## src/rtl/sum_sched.sv

```systemverilog
// sum_sched: round-robin scheduler that time-shares one combinational adder
// between N_REQ requesters. It runs one operation at a time (grant, adder
// issue, response) and keeps a circular history of the last LOG_DEPTH results.
module sum_sched #(
  parameter int N_REQ     = 4,
  parameter int DATA_W    = 2,
  parameter int LOG_DEPTH = 10
) (
  input  logic                             clk,
  input  logic                             rst_n,
  input  logic [N_REQ-1:0]                 req_valid,
  input  logic [N_REQ*DATA_W-1:0]          req_a,
  input  logic [N_REQ*DATA_W-1:0]          req_b,
  output logic [N_REQ-1:0]                 req_ready,
  output logic                             add_en,
  output logic [DATA_W-1:0]                add_a,
  output logic [DATA_W-1:0]                add_b,
  input  logic [DATA_W:0]                  add_sum,
  output logic                             rsp_valid,
  input  logic                             rsp_ready,
  output logic [$clog2(N_REQ)-1:0]         rsp_id,
  output logic [DATA_W:0]                  rsp_sum,
  input  logic [$clog2(LOG_DEPTH)-1:0]     log_rd_idx,
  output logic [DATA_W:0]                  log_rd_data,
  output logic [$clog2(LOG_DEPTH+1)-1:0]   log_count,
  output logic [$clog2(LOG_DEPTH)-1:0]     log_wr_ptr
);

  localparam int IDW = $clog2(N_REQ);
  localparam int LPW = $clog2(LOG_DEPTH);
  localparam int LCW = $clog2(LOG_DEPTH + 1);

  typedef enum logic [1:0] {IDLE, EXEC, RESP} state_t;

  state_t              state_q, state_d;
  logic [IDW-1:0]      last_grant_q, last_grant_d;
  logic [IDW-1:0]      id_q, id_d;
  logic [DATA_W-1:0]   op_a_q, op_a_d;
  logic [DATA_W-1:0]   op_b_q, op_b_d;
  logic [DATA_W:0]     res_q, res_d;
  logic [LPW-1:0]      wr_ptr_q, wr_ptr_d;
  logic [LCW-1:0]      count_q, count_d;
  logic [DATA_W:0]     log_q [LOG_DEPTH];
  logic                log_we;

  logic                grant_found;
  logic [IDW-1:0]      grant_idx;
  logic [IDW-1:0]      cand_idx;
  logic [DATA_W-1:0]   grant_a, grant_b;

  // Rotating-priority search: first valid requester after last_grant, modulo N_REQ.
  always_comb begin
    grant_found = 1'b0;
    grant_idx   = '0;
    cand_idx    = '0;
    for (int k = 1; k <= N_REQ; k++) begin
      cand_idx = IDW'((int'(last_grant_q) + k) % N_REQ);
      if (!grant_found && req_valid[cand_idx]) begin
        grant_found = 1'b1;
        grant_idx   = cand_idx;
      end
    end
  end

  // Operand mux for the requester currently selected by the arbiter.
  always_comb begin
    grant_a = '0;
    grant_b = '0;
    for (int i = 0; i < N_REQ; i++) begin
      if (grant_idx == IDW'(i)) begin
        grant_a = req_a[i*DATA_W +: DATA_W];
        grant_b = req_b[i*DATA_W +: DATA_W];
      end
    end
  end

  // Next-state and output decode for the IDLE/EXEC/RESP sequencer.
  always_comb begin
    state_d      = state_q;
    last_grant_d = last_grant_q;
    id_d         = id_q;
    op_a_d       = op_a_q;
    op_b_d       = op_b_q;
    res_d        = res_q;
    wr_ptr_d     = wr_ptr_q;
    count_d      = count_q;
    log_we       = 1'b0;
    req_ready    = '0;
    add_en       = 1'b0;
    add_a        = '0;
    add_b        = '0;
    rsp_valid    = 1'b0;
    case (state_q)
      IDLE: begin
        if (grant_found) begin
          // The selected bit is known valid, so the handshake completes now.
          req_ready[grant_idx] = 1'b1;
          op_a_d       = grant_a;
          op_b_d       = grant_b;
          id_d         = grant_idx;
          last_grant_d = grant_idx;
          state_d      = EXEC;
        end
      end
      EXEC: begin
        add_en   = 1'b1;
        add_a    = op_a_q;
        add_b    = op_b_q;
        res_d    = add_sum;
        log_we   = 1'b1;
        wr_ptr_d = (wr_ptr_q == LPW'(LOG_DEPTH - 1)) ? '0 : wr_ptr_q + 1'b1;
        if (count_q != LCW'(LOG_DEPTH)) begin
          count_d = count_q + 1'b1;
        end
        state_d  = RESP;
      end
      RESP: begin
        rsp_valid = 1'b1;
        if (rsp_ready) begin
          state_d = IDLE;
        end
      end
      default: state_d = IDLE;
    endcase
  end

  // Sequencer and operation registers; reset discards any in-flight operation.
  always_ff @(posedge clk or negedge rst_n) begin
    if (!rst_n) begin
      state_q      <= IDLE;
      last_grant_q <= IDW'(N_REQ - 1);
      id_q         <= '0;
      op_a_q       <= '0;
      op_b_q       <= '0;
      res_q        <= '0;
      wr_ptr_q     <= '0;
      count_q      <= '0;
    end else begin
      state_q      <= state_d;
      last_grant_q <= last_grant_d;
      id_q         <= id_d;
      op_a_q       <= op_a_d;
      op_b_q       <= op_b_d;
      res_q        <= res_d;
      wr_ptr_q     <= wr_ptr_d;
      count_q      <= count_d;
    end
  end

  // Result history ring; cleared on reset so stale results never read back.
  always_ff @(posedge clk or negedge rst_n) begin
    if (!rst_n) begin
      for (int i = 0; i < LOG_DEPTH; i++) begin
        log_q[i] <= '0;
      end
    end else if (log_we) begin
      log_q[wr_ptr_q] <= res_d;
    end
  end

  assign rsp_id      = id_q;
  assign rsp_sum     = res_q;
  assign log_count   = count_q;
  assign log_wr_ptr  = wr_ptr_q;
  assign log_rd_data = ({1'b0, log_rd_idx} < (LPW + 1)'(LOG_DEPTH)) ? log_q[log_rd_idx] : '0;

endmodule
```

## config.mk

```make
export PLATFORM = sky130hd
export DESIGN_NAME = sum_sched
export DESIGN_NICKNAME = d
export VERILOG_FILES = /design/src/rtl/sum_sched.sv
export SDC_FILE = /design/constraint.sdc
export NUM_CORES = 1
export LEC_CHECK = 0
export CAP_MARGIN = 5
export CORE_UTILIZATION = 50
export DETAILED_ROUTE_END_ITERATION = 16
export GPL_TIMING_DRIVEN = 0
export PLACE_DENSITY = 0.88
export SYNTH_ARGS = -nofsm -noshare
export SYNTH_HDL_FRONTEND = slang
export SYNTH_SLANG_ARGS = --single-unit
```

## constraint.sdc

```tcl
create_clock -name clk -period 2.5 [get_ports clk]
set_input_delay 0.75 -clock clk [delete_from_list [all_inputs] [get_ports clk]]
set_output_delay 0.75 -clock clk [all_outputs]
set_load 0.005 [all_outputs]
```

* Word-level counts from Yosys, hierarchy flattened
Cells that the tools add are included.
** Word-level totals
- Word-level logic and storage cells :: 102
- Input bits :: 30
- Output and inout port bits :: 26
- Flip-flop bits (word level) :: 51
** Cells by class
- $lt $le $gt $ge :: 10
- Add/sub/neg operators :: 6
- Equal/unequal tests :: 9
- Mux-type cells :: 44
- Reductions and logical operators :: 13
- Bitwise operators :: 2
** Operators with widths (count)
- 2-bit two-way mux :: 16
- 30-bit bitwise mux :: 1
- 2-bit by 3-bit less-than comparator with 1-bit output (second input constant) :: 5
- 3-bit two-way mux :: 5
- 3-bit binary-select mux with 4-bit select :: 1
- 3-bit demux with 4-bit select :: 1
- 4-bit two-way mux :: 3
- 1-bit two-way mux :: 11
- 5-bit >= comparator (second input constant) :: 2
- 4-bit NOT with 5-bit output :: 2
- 4-bit by 1-bit adder with 4-bit output (second input constant) :: 2
- 1-bit binary-select mux with 2-bit select :: 4
- 2-bit == test (second input constant) :: 3
- 2-bit one-hot mux with 3 select lines :: 1
- 2-bit AND reduction :: 3
- 1-bit logical AND :: 5
- 5-bit by 1-bit less-than comparator with 1-bit output (second input constant) :: 1
- 2-bit by 1-bit adder with 2-bit output (second input constant) :: 2
- 2-bit adder (second input constant) :: 2
- 2-bit by 1-bit == test with 1-bit output (second input constant) :: 2
- 4-bit == test (second input constant) :: 1
- 2-bit zero test :: 2
- 4-bit less-than comparator (second input constant) :: 1
- 2-bit != test (second input constant) :: 2
- 4 further kinds :: 6

* Longest topological paths before layout
- Depth in word-level cells :: 19
- Mapped depth :: 6
- Gate-level depth less buffers :: 6

* Worst setup path after synthesis
Ideal clock, no wire load.
- Kind :: in2out
- Start :: in log_rd_idx[0]
- End :: out log_rd_data[0]
- Setup slack :: 0.033 ns
- Arrival time :: 1.717 ns
- Buffers on the path :: 1
- Stages :: 4
- Data required time :: 1.750 ns
- Cells stage by stage :: buf_2 mux4_2 mux2i_1 o21ai_0
** Between the ends
- Word-level cells in the longest chain between the ends :: 5
- Elaborated cells on any way between the ends :: 6
- Classes of those cells :: order compare (1); mux (4); bitwise (1)
** Ends and longest elaborated chain
- start, declared :: line 23 : input logic [$clog2(LOG_DEPTH)-1:0] log_rd_idx,
- 4-bit NOT with 5-bit output (not written as such) :: line 165 : assign log_rd_data = ({1'b0, log_rd_idx} < (LPW + 1)'(LOG_DEPTH)) ? log_q[log_rd_idx] : '0;
- 3-bit binary-select mux with 4-bit select :: line 165
- 3-bit two-way mux (not written as such) (2 in a row) :: line 165
- 3-bit two-way mux * :: line 165
- end, declared :: line 24 : output logic [DATA_W:0] log_rd_data,
Every way passes the cells marked *; elsewhere a longest branch is shown, timed or not. The select of a mux whose other input is x is not followed.

* Worst setup path after layout
- Start :: in req_valid[3]
- End :: out req_ready[0]
** Between the ends
- Word-level cells in the longest chain between the ends :: 18
- Elaborated cells on any way between the ends :: 29
- Classes of those cells :: order compare (2); mux (20); reduce/logical (7)
** Ends and longest elaborated chain
- start, declared :: line 11 : input logic [N_REQ-1:0] req_valid,
- 1-bit binary-select mux with 2-bit select :: line 58 : if (!grant_found && req_valid[cand_idx]) begin
- 1-bit two-way mux (not written as such) :: line 58
- 1-bit two-way mux :: line 58
- 1-bit zero test :: line 58
- 1-bit logical AND :: line 58
- 1-bit two-way mux :: line 58
- 1-bit zero test :: line 58
- 1-bit logical AND :: line 58
- [... 2 more ...]
- 1-bit logical AND :: line 58
- 2-bit two-way mux :: line 58
- 2-bit by 3-bit less-than comparator with 1-bit output (not written as such) or 2-bit by 1-bit >= comparator with 1-bit output (tied branches) :: line 97 : req_ready[grant_idx] = 1'b1;
- 1-bit logical AND (not written as such) :: line 97
- 1-bit two-way mux (not written as such) :: line 97
- 1-bit demux with 2-bit select :: line 97
- 4-bit two-way mux * :: line 95 : if (grant_found) begin
- 4-bit two-way mux * :: line 93 : case (state_q)
- end, declared :: line 14 : output logic [N_REQ-1:0] req_ready,
Marked as above.

==> summary.md <==
| Metric | Value |
|---|---|
| Area of the multi-input gates | `1200 um2` |
| Critical path class | `in -> out` |
| Run status | `complete, but fails checks` |
| DR WL met3 | `275 um` |
| Mean Syn Cell Area | `9.94 um2` |
| Power density over the cells | `1170 nW/um2` |
| Layout cells sized above 1 | `21.5%` |
| Clock tree sinks | `51` |
| FF-to-FF End | `op_b_q[1]` |
| RSZ-0062 raised after global routing | `yes` |
| Crit path cell chain | `buf_6, nor2b_4, buf_4, nand2b_1, o221ai_4, buf_6, buf_6, nor2_2, buf_2` |
| Setup Skew | `0.00760 ns` |
| Post-Synth Simple-Gate Area | `17.1%` |
| DRC violations left | `0` |
| CTS root buf | `clkbuf_8` |
| Synth Area in Compound Gates | `12.0%` |
| XOR/XNOR Fraction of Synth Area | `1.42%` |
| Fin. Hold Viols | `0` |
| Setup ws final | `-0.0746 ns` |
| First-pass GRT wire length | `10,200 um` |
| Final nets | `356` |
| Adder-cell area share of the yosys netlist | `1.01%` |
| Tmin final | `2.57 ns` |
| Htree depth | `2` |
| Critical path's slowest cell | `buf_6` |
| Gpl congestion | `0.756` |
| Initial core utilization | `52.2%` |
| Finished Layout Cells | `392` |
| Largest family of logic cells by synthesized area | `simple AND/OR/NAND/NOR gates` |
| R2r setup slk | `0.55 ns` |
| Seq/Total Area, Yosys | `51.9%` |
| Met1 WL | `2540 um` |
| Critical Path Start Type | `input port` |
| Post-route antenna net violation count | `0` |
| Ant diodes | `0` |
| Drt total wl | `6070 um` |
| Crit path required time | `1.75 ns` |
| CTS max path bufs | `2` |
| Upper clock frequency limit | `0.388 GHz` |
| Die area | `5220 um2` |
| Normalized max-slew margin | `62.4%` |
| Synth unique cells | `28` |
| Synth top area cells | `dfrtp_1 50%, mux2i_1 7.3%, nand2_1 7.0%, o21ai_0 6.7%, mux4_2 5.5%` |
| Iter 0 DRT Violations | `169` |
| Depth of the worst register-to-register path | `8` |
| Clock Latency Late Sink | `0.31 ns` |
| Largest net degree at the start of global routing | `30` |
| DP Wirelength | `4020 um` |
| Failing checks | `setup timing` |
| Die X | `72.2 um` |
| Vias | `2,114` |
| Final setup violation count | `4` |
| Leakage Power | `1.55 nW` |
| Core Region | `4720 um2` |
| Type of the most critical hold path | `in -> async` |
| Worst-Margin Slew | `0.564 ns` |
| Peak supply drop | `733 uV` |
| WP buf/inv | `5` |
| Largest area contributor in the netlist | `dfrtp_1` |
| Worst hold slack | `0.423 ns` |
| Yosys top cell area share | `49.7%` |
| Seq cells post-synth | `51` |
| Routed len/inst | `15.5 um` |
| Cts bufs inserted | `5` |
| Total track usage | `26.0%` |
| FF-to-FF Start | `last_grant_q[1]` |
| Grt ovf | `0` |
| Crit path DAT | `1.82 ns` |
| Max cap viols | `0` |
| Io pins | `56` |
| Row count | `25` |
| Syn Nets | `280` |
| Post-synthesis mux area share | `12.8%` |
| Register area | `1280 um2` |
| Fin crit share | `103%` |
| Pins Over Slew Limit | `0` |
| CTS hold repair buffers | `0` |
| Met2 wire length | `3150 um` |
| Die H | `72.2 um` |
| Fillcell total | `316` |
| Crit path max-delay family | `buffers and inverters` |
| Peak fanout along the critical path | `4` |
| CTS tree | `built` |
| Placed insts | `368` |
| Mapped Area | `2470 um2` |
| Worst-path clk slew | `0.10 ns` |
| DR vias/cell | `5.39` |
| Uppermost layer routed | `met4` |
| Yosys warns | `0` |
| Critical Path Max Stage Delay | `0.15 ns` |
| Worst setup EP type | `output port` |
| Most frequent CP cell | `buf_6` |
| Initial antenna violation count | `0` |
| Syn Inst Count | `248` |
| Vias in the first global route | `2,229` |
| Synth-to-Final Area Change | `38.1%` |
| Pre-antenna DRT Iters | `4` |
| Buffers added on ports | `52` |
## synth_stat cells, drive strengths merged
library cell	instances
nand2b	6
a21oi	10
and2	4
o221ai	5
buf	8
a211o	1
nor2	19
nand2	46
dfstp	2
xnor2	4
mux2i	18
a31oi	1
mux4	6
nor3	2
clkinv	1
nand3b	3
inv	7
and3	4
nand3	4
nor2b	5
o21ai	33
clkbuf	5
dfrtp	49
ha	2
nand4	1
a21o	2
## final cells by class
type                            count  area share (%)
Multi-Input combinational cell    176            35.3
Buffer                             11            2.09
Timing Repair Buffer               71            18.9
Clock buffer                        6            2.13
Sequential cell                    51            37.5
Clock inverter                      2           0.367
Inverter                            8            1.18
Tap cell                           67            2.46
## cells by family (layout without fill, tap and decap cells)
family,count (synthesis),in the layout
flip-flops,51,51
AO/OA/AOI/OAI,52,52
AND/OR/NAND/NOR,94,94
buffers and inverters,21,98
multiplexers,24,24
XOR/XNOR,4,4
adder cells (fa/ha/maj),2,2
## placed cells by master (no fill, tap or decap), types with 3 or more instances in the layout
| master | instances |
|---|---|
| clkbuf_1 | 5 |
| mux2i_1 | 17 |
| nand2b_4 | 3 |
| clkdlybuf4s50_1 | 40 |
| buf_6 | 7 |
| xnor2_1 | 4 |
| mux4_2 | 6 |
| nor2_2 | 3 |
| nand3_1 | 4 |
| o221ai_1 | 4 |
| inv_1 | 6 |
| and3_1 | 3 |
| nand2_1 | 44 |
| a21oi_1 | 8 |
| and2_1 | 4 |
| clkbuf_8 | 5 |
| nand3b_1 | 3 |
| buf_4 | 14 |
| nor2_1 | 16 |
| nor2b_1 | 4 |
| o21ai_1 | 3 |
| dfrtp_1 | 49 |
| nand2b_1 | 3 |
| buf_2 | 14 |
| o21ai_0 | 30 |
## power breakdown
part           switching, mW  total, mW  internal, mW  leakage [nW]
Combinational          0.934       1.95          1.02         0.927
Sequential             0.291       1.54          1.25         0.583
Clock                  0.281      0.477         0.196        0.0412
Total                   1.51       3.97          2.47          1.55
## how the worst max path moves through the flow
stage | slack, ns | depth (start not counted) | endpoint | startpoint
2_1_floorplan | 0.03 | 4 | log_rd_data[0] | log_rd_idx[0]
3_3_place_gp | -1.01 | 8 | req_ready[2] | req_valid[1]
3_5_place_dp | -1.02 | 8 | req_ready[2] | req_valid[3]
4_1_cts | -0.06 | 7 | req_ready[0] | last_grant_q[1]
5_1_grt | -0.13 | 6 | req_ready[1] | last_grant_q[1]
6_report | -0.07 | 9 | req_ready[0] | req_valid[3]
## state kept, by name, summed over array words and instances, names as in the netlist
register,count
log_q,30
log_count,4
log_wr_ptr,4
rsp_sum,3
last_grant_q,2
op_a_q,2
op_b_q,2
rsp_id,2
state_q,2
## what timing repair did
item | in CTS | in global routing
buffers inserted | 16 | 2
pin swaps | 6 | 5
endpoints found under the setup margin | 12 | 11
gates resized for setup | 72 | 16
## layer usage
| layer | up-vias | track usage (%) |
|---|---|---|
| met5 | - | 0 |
| met4 | 0 | 10.5 |
| met3 | 13 | 7.64 |
| met2 | 72 | 44.5 |
| met1 | 1027 | 30.6 |
| li1 | 1002 | - |
## per-stage QoR
step | area [um2] | setup WS [ns] | TNS, ns | util [%] | power, mW
floorplan | 2470 | 0.0327 | 0 | - | 2.46
global placement | 3070 | -1.01 | -42.50 | 65.0 | 3.08
detailed placement | 3090 | -1.02 | -5.88 | 65.3 | 3.16
CTS | 3320 | -0.0571 | -0.115 | 70.2 | 3.81
global route | 3410 | -0.133 | -0.537 | 72.1 | 4.27
finish | 3410 | -0.0746 | -0.236 | 72.1 | 3.97
Note: power is estimated with default switching activity, not from simulation.
==> edit 1, RTL diff (config.mk and constraints unchanged) <==
Re-encode `state_t` (3 states) as one-hot, 3 bits wide.
--- a/src/rtl/sum_sched.sv
+++ b/src/rtl/sum_sched.sv
@@ -30,7 +30,7 @@
   localparam int LPW = $clog2(LOG_DEPTH);
   localparam int LCW = $clog2(LOG_DEPTH + 1);
 
-  typedef enum logic [1:0] {IDLE, EXEC, RESP} state_t;
+  typedef enum logic [2:0] {IDLE = 3'b001, EXEC = 3'b010, RESP = 3'b100} state_t;
 
   state_t              state_q, state_d;
   logic [IDW-1:0]      last_grant_q, last_grant_d;
Function: no difference found for any inputs over 4 cycles, from zero or initial values and one cycle with rst_n low; so few cycles prove little.
==> edit 1 against the original RTL <==
The flow still finishes with violations (negative setup slack). Final area up 3.4%. Worst setup slack improved by 0.0043 ns. Sequential cell count is 1 higher. Area after synthesis grew 7.4%. Clock power rose by 6.5%. Routed wire length is 4.7% lower. Utilization down 3.1 points. Power decreased by 1.4%. Critical path type unchanged.
==> edit 1: results (changes against the original RTL) <==
Outcome
  • Status: finished with violations (unchanged)
  • Failing checks: negative setup slack (unchanged)

Timing
  • Final WS setup: -0.07027 ns (was -0.07460 ns)
  • Fin Hold WS: 0.3715 ns (was 0.4227 ns)
  • # setup viols final: 5 (was 4)
  • Setup total negative slack: -0.2229 ns (was -0.2362 ns)

Global route
  • M3 GR Usage: 6.024% (was 7.639%)
  • GRT met2 Usage: 38.04% (was 44.55%)

Worst setup path
  • Worst r2r dst: log_q[7]$_DFFE_PN0P_ (was op_b_q[1]$_DFFE_PN0P_)
  • Crit-path slowest cell: or4_4 (was buf_6)
  • Reg-to-reg slack, setup: 0.69 ns (was 0.55 ns)

Finish
  • Share of cells above drive strength 1: 23.67% (was 21.54%)
  • Fin nets: 369 (was 356)
  • Register Area: 0.001305 mm^2 (was 0.001279 mm^2)
  • Non-clock inverters: 7 (was 8)
  • Filler instances: 406 (was 316)
  • Multi-input logic cell count: 192 (was 176)

CTS
  • Postcts setup bufs: 11 (was 16)

Route
  • Met1 wire length: 2.479 mm (was 2.535 mm)
  • DR vias: 2122 (was 2114)
  • Metal3 WL: 321 um (was 275 um)
  • Final WL: 5.779 mm (was 6.065 mm)

Placement
  • DP Area: 0.003276 mm^2 (was 0.003085 mm^2)
  • Placer Congestion: 0.7745 (was 0.7562)
  • Inst Count DP: 386 (was 368)

Synth
  • Avg Cell Area, Syn: 10.07 um^2 (was 9.944 um^2)
  • Syn_nets: 295 (was 280)
  • Cell variety after synth: 43 (was 28)
  • Top cells by area, synth: dfrtp_1, nand2_1, mux2i_1 (was dfrtp_1, mux2i_1, nand2_1)

Power
  • Leak: 1.602 nW (was 1.551 nW)
[edit 1: changes by cell type after synthesis, sizes merged, moves of 2 or more]
cell and delta:
a21oi -7, mux2 +4, nand2b +3, clkbuf -2
nand3 +9, o221ai -5, o211ai +4, nand3b +2
mux2i -4, nor2 -3, and3 -4, nor2b -3
nand2 +9, o21ai +6
[edit 1: logic make-up (layout without fill, tap and decap cells)]
family	after synthesis	after routing	share of synthesized area, %
simple gates	109	109	20.51
mux	24	24	12.10
flops	52	52	49.29
fa+ha+maj	2	2	0.9450
compound gates	53	53	12.24
buf+inv	19	94	3.591
xor+xnor	4	4	1.323
[edit 1: power by group]
group	leakage, nW	switching (mW)	total [mW]	internal [mW]
logic	0.978	0.936	1.90	0.968
registers	0.573	0.259	1.51	1.25
clock network	0.0510	0.286	0.508	0.222
total	1.60	1.48	3.92	2.44
==> edit 2, RTL diff (same settings) <==
Made on the original files. Change the parameter `N_REQ` from 4 to 2.
--- a/src/rtl/sum_sched.sv
+++ b/src/rtl/sum_sched.sv
@@ -2,7 +2,7 @@
 // between N_REQ requesters. It runs one operation at a time (grant, adder
 // issue, response) and keeps a circular history of the last LOG_DEPTH results.
 module sum_sched #(
-  parameter int N_REQ     = 4,
+  parameter int N_REQ     = 2,
   parameter int DATA_W    = 2,
   parameter int LOG_DEPTH = 10
 ) (
Ports: changed (5 resized); port bits go from 56 to 43. The function was not compared with the original's and may differ.
==> edit 2 against the original RTL <==
The flow finishes with violations (design-rule violations, negative setup slack). Sequential cell count is 2 lower. Routed wire length fell by 13%. Area after synthesis down 3.1%. Worst setup slack worse by 0.13 ns. Final area decreased by 9.2%. Power decreased by 11%. Non-clock buffer count is 20 lower. Clock skew grew 0.0016 ns. Utilization down 3.0 points. Largest cell class unchanged.
==> edit 2: results (changes against the original RTL) <==
Placement
  • Hpwl dp: 3.685 mm (was 4.020 mm)
  • I/O Buffers: 41 (was 52)
  • Post-Place Setup Slack: -1.022 ns (was -1.021 ns)
  • Placer Congestion: 0.8111 (was 0.7562)

Global route
  • Vias in the first global route: 1813 (was 2229)
  • First-pass GRT wire length: 8.818 mm (was 10.19 mm)
  • Largest net degree at the start of global routing: 32 (was 30)
  • Total gr overflow: 0 (unchanged)
  • Initial antenna violation count: 0 (unchanged)

Outcome
  • Status: finished with violations (unchanged)
  • Failing checks: design-rule violations, negative setup slack (was negative setup slack)

Synth
  • Syn_nets: 203 (was 280)
  • Most frequent cells after synthesis: dfrtp_1, mux2_2, nand2_1, mux2_4, mux2i_1 (was dfrtp_1, nand2_1, o21ai_0, nor2_1, mux2i_1)
  • Sequential-to-total area share from yosys stat: 51.36% (was 51.85%)
  • Cell variety after synth: 39 (was 28)
  • Top cells by area, synth: dfrtp_1, mux2_2, mux2_4 (was dfrtp_1, mux2i_1, nand2_1)

Route
  • Via density: 5.826 (was 5.393)
  • Initial DRT Pass Iterations: 10 (was 4)
  • Post-route DRC: 2 (was 0)
  • DRT iter0 DRCs: 136 (was 169)
  • Final WL: 5.306 mm (was 6.065 mm)

Timing
  • Slew HR: 68.35% (was 62.42%)
  • Final WS setup: -0.2065 ns (was -0.07460 ns)
  • # setup viols final: 3 (was 4)
  • Setup total negative slack: -0.3734 ns (was -0.2362 ns)
  • Final clock skew: 0.009199 ns (was 0.007602 ns)

Worst setup path
  • Largest stage delay on the critical path: 0.50 ns (was 0.15 ns)
  • FF-to-FF Start: state_q[1]$_DFFE_PN0P_ (was last_grant_q[1]$_DFFE_PN1P_)
  • WP data arrival: 1.96 ns (was 1.82 ns)
  • CP startpoint: log_rd_idx[0] (was req_valid[3])
  • Crit-path slowest cell: mux4_2 (was buf_6)

Power
  • Sw Pwr: 1.198 mW (was 1.506 mW)
  • Max rail drop VDD: 0.0004739 V (was 0.0007332 V)

Finish
  • Share of cells above drive strength 1: 37.34% (was 21.54%)
  • Fin nets: 262 (was 356)
  • Filler instances: 295 (was 316)
  • Antenna Diode Count: 0 (unchanged)

CTS
  • Postcts setup bufs: 11 (was 16)
  • Worst-Skew Late Latency: 0.30 ns
  • Resize count post-CTS: 33 (was 72)
[edit 2: layout make-up]
class | instances | area (um^2) | share of cell area, %
Buffer | 7 | 66.31 | 2.145
Clock buffer | 5 | 68.82 | 2.226
Clock inverter | 3 | 26.28 | 0.8499
Inverter | 5 | 18.77 | 0.6070
Multi-Input combinational cell | 117 | 1104 | 35.69
Sequential cell | 49 | 1229 | 39.74
Tap cell | 52 | 65.06 | 2.104
Timing Repair Buffer | 55 | 514.2 | 16.63
[edit 2: path summary, 6_finish.rpt]
| path | to | depth (start not counted) | slack, ns |
|---|---|---|---|
| max reg2reg | log_q[22]$_DFFE_PN0P_ | 6 | 0.74 |
| max in group asynchronous | last_grant_q$_DFFE_PN1P_ | 2 | 1.52 |
| max | log_rd_data[2] | 7 | -0.21 |
| min reg2reg | rsp_id$_DFFE_PN0P_ | 1 | 0.50 |
| min in group clk | rsp_id$_DFFE_PN0P_ | 1 | 0.50 |
| min | op_b_q[0]$_DFFE_PN0P_ | 1 | 0.39 |
[edit 2: power groups by stage]
stage | Clock [mW] | Sequential [mW] | Combinational (mW)
6_report | 0.478 | 1.45 | 1.62
5_1_grt | 0.522 | 1.50 | 1.75
4_1_cts | 0.490 | 1.45 | 1.58
3_5_place_dp | 0 | 1.46 | 1.52
3_3_place_gp | 0 | 1.43 | 1.46
2_1_floorplan | 0 | 1.39 | 0.958
[edit 2: worst max-delay path, delay by kind of cell]
| family | cells | cell delay (ns) |
|---|---|---|
| AOI/OAI and AO/OA | 1 | 0.20 |
| buffers and inverters | 4 | 0.42 |
| muxes | 1 | 0.50 |
| and+or+nand+nor | 1 | 0.09 |
[edit 2: layer usage]
metal	vias to the layer above	routed length, um	global-route usage (%)
li1	771	-	-
met1	872	2245	28.90
met2	46	2691	38.25
met3	18	169	3.276
met4	0	199	12.44
met5	-	0	0
[edit 2: logic make-up (layout without fill, tap and decap cells)]
family | Yosys count | in the layout | synth area share [%]
AO/OA/AOI/OAI | 21 | 21 | 6.806
buffers and inverters | 15 | 75 | 3.769
flip-flops | 49 | 49 | 51.36
multiplexers | 48 | 48 | 25.13
adder cells (fa/ha/maj) | 2 | 2 | 1.047
XOR/XNOR | 4 | 4 | 1.466
AND/OR/NAND/NOR | 42 | 42 | 10.42
[edit 2: stage by stage]
stage / std cells / utilization [%] / power [mW] / hold slack (ns) / area, um^2
CTS: 291 / 68.29 / 3.510 / 0.4087 / 3055
global placement: 274 / 64.09 / 2.891 / 0.4721 / 2868
floorplan: 181 / - / 2.347 / 0.4544 / 2392
finish: 293 / 69.10 / 3.542 / 0.3930 / 3092
global route: 293 / 69.10 / 3.768 / 0.4288 / 3092
detailed placement: 275 / 64.43 / 2.980 / 0.4883 / 2883
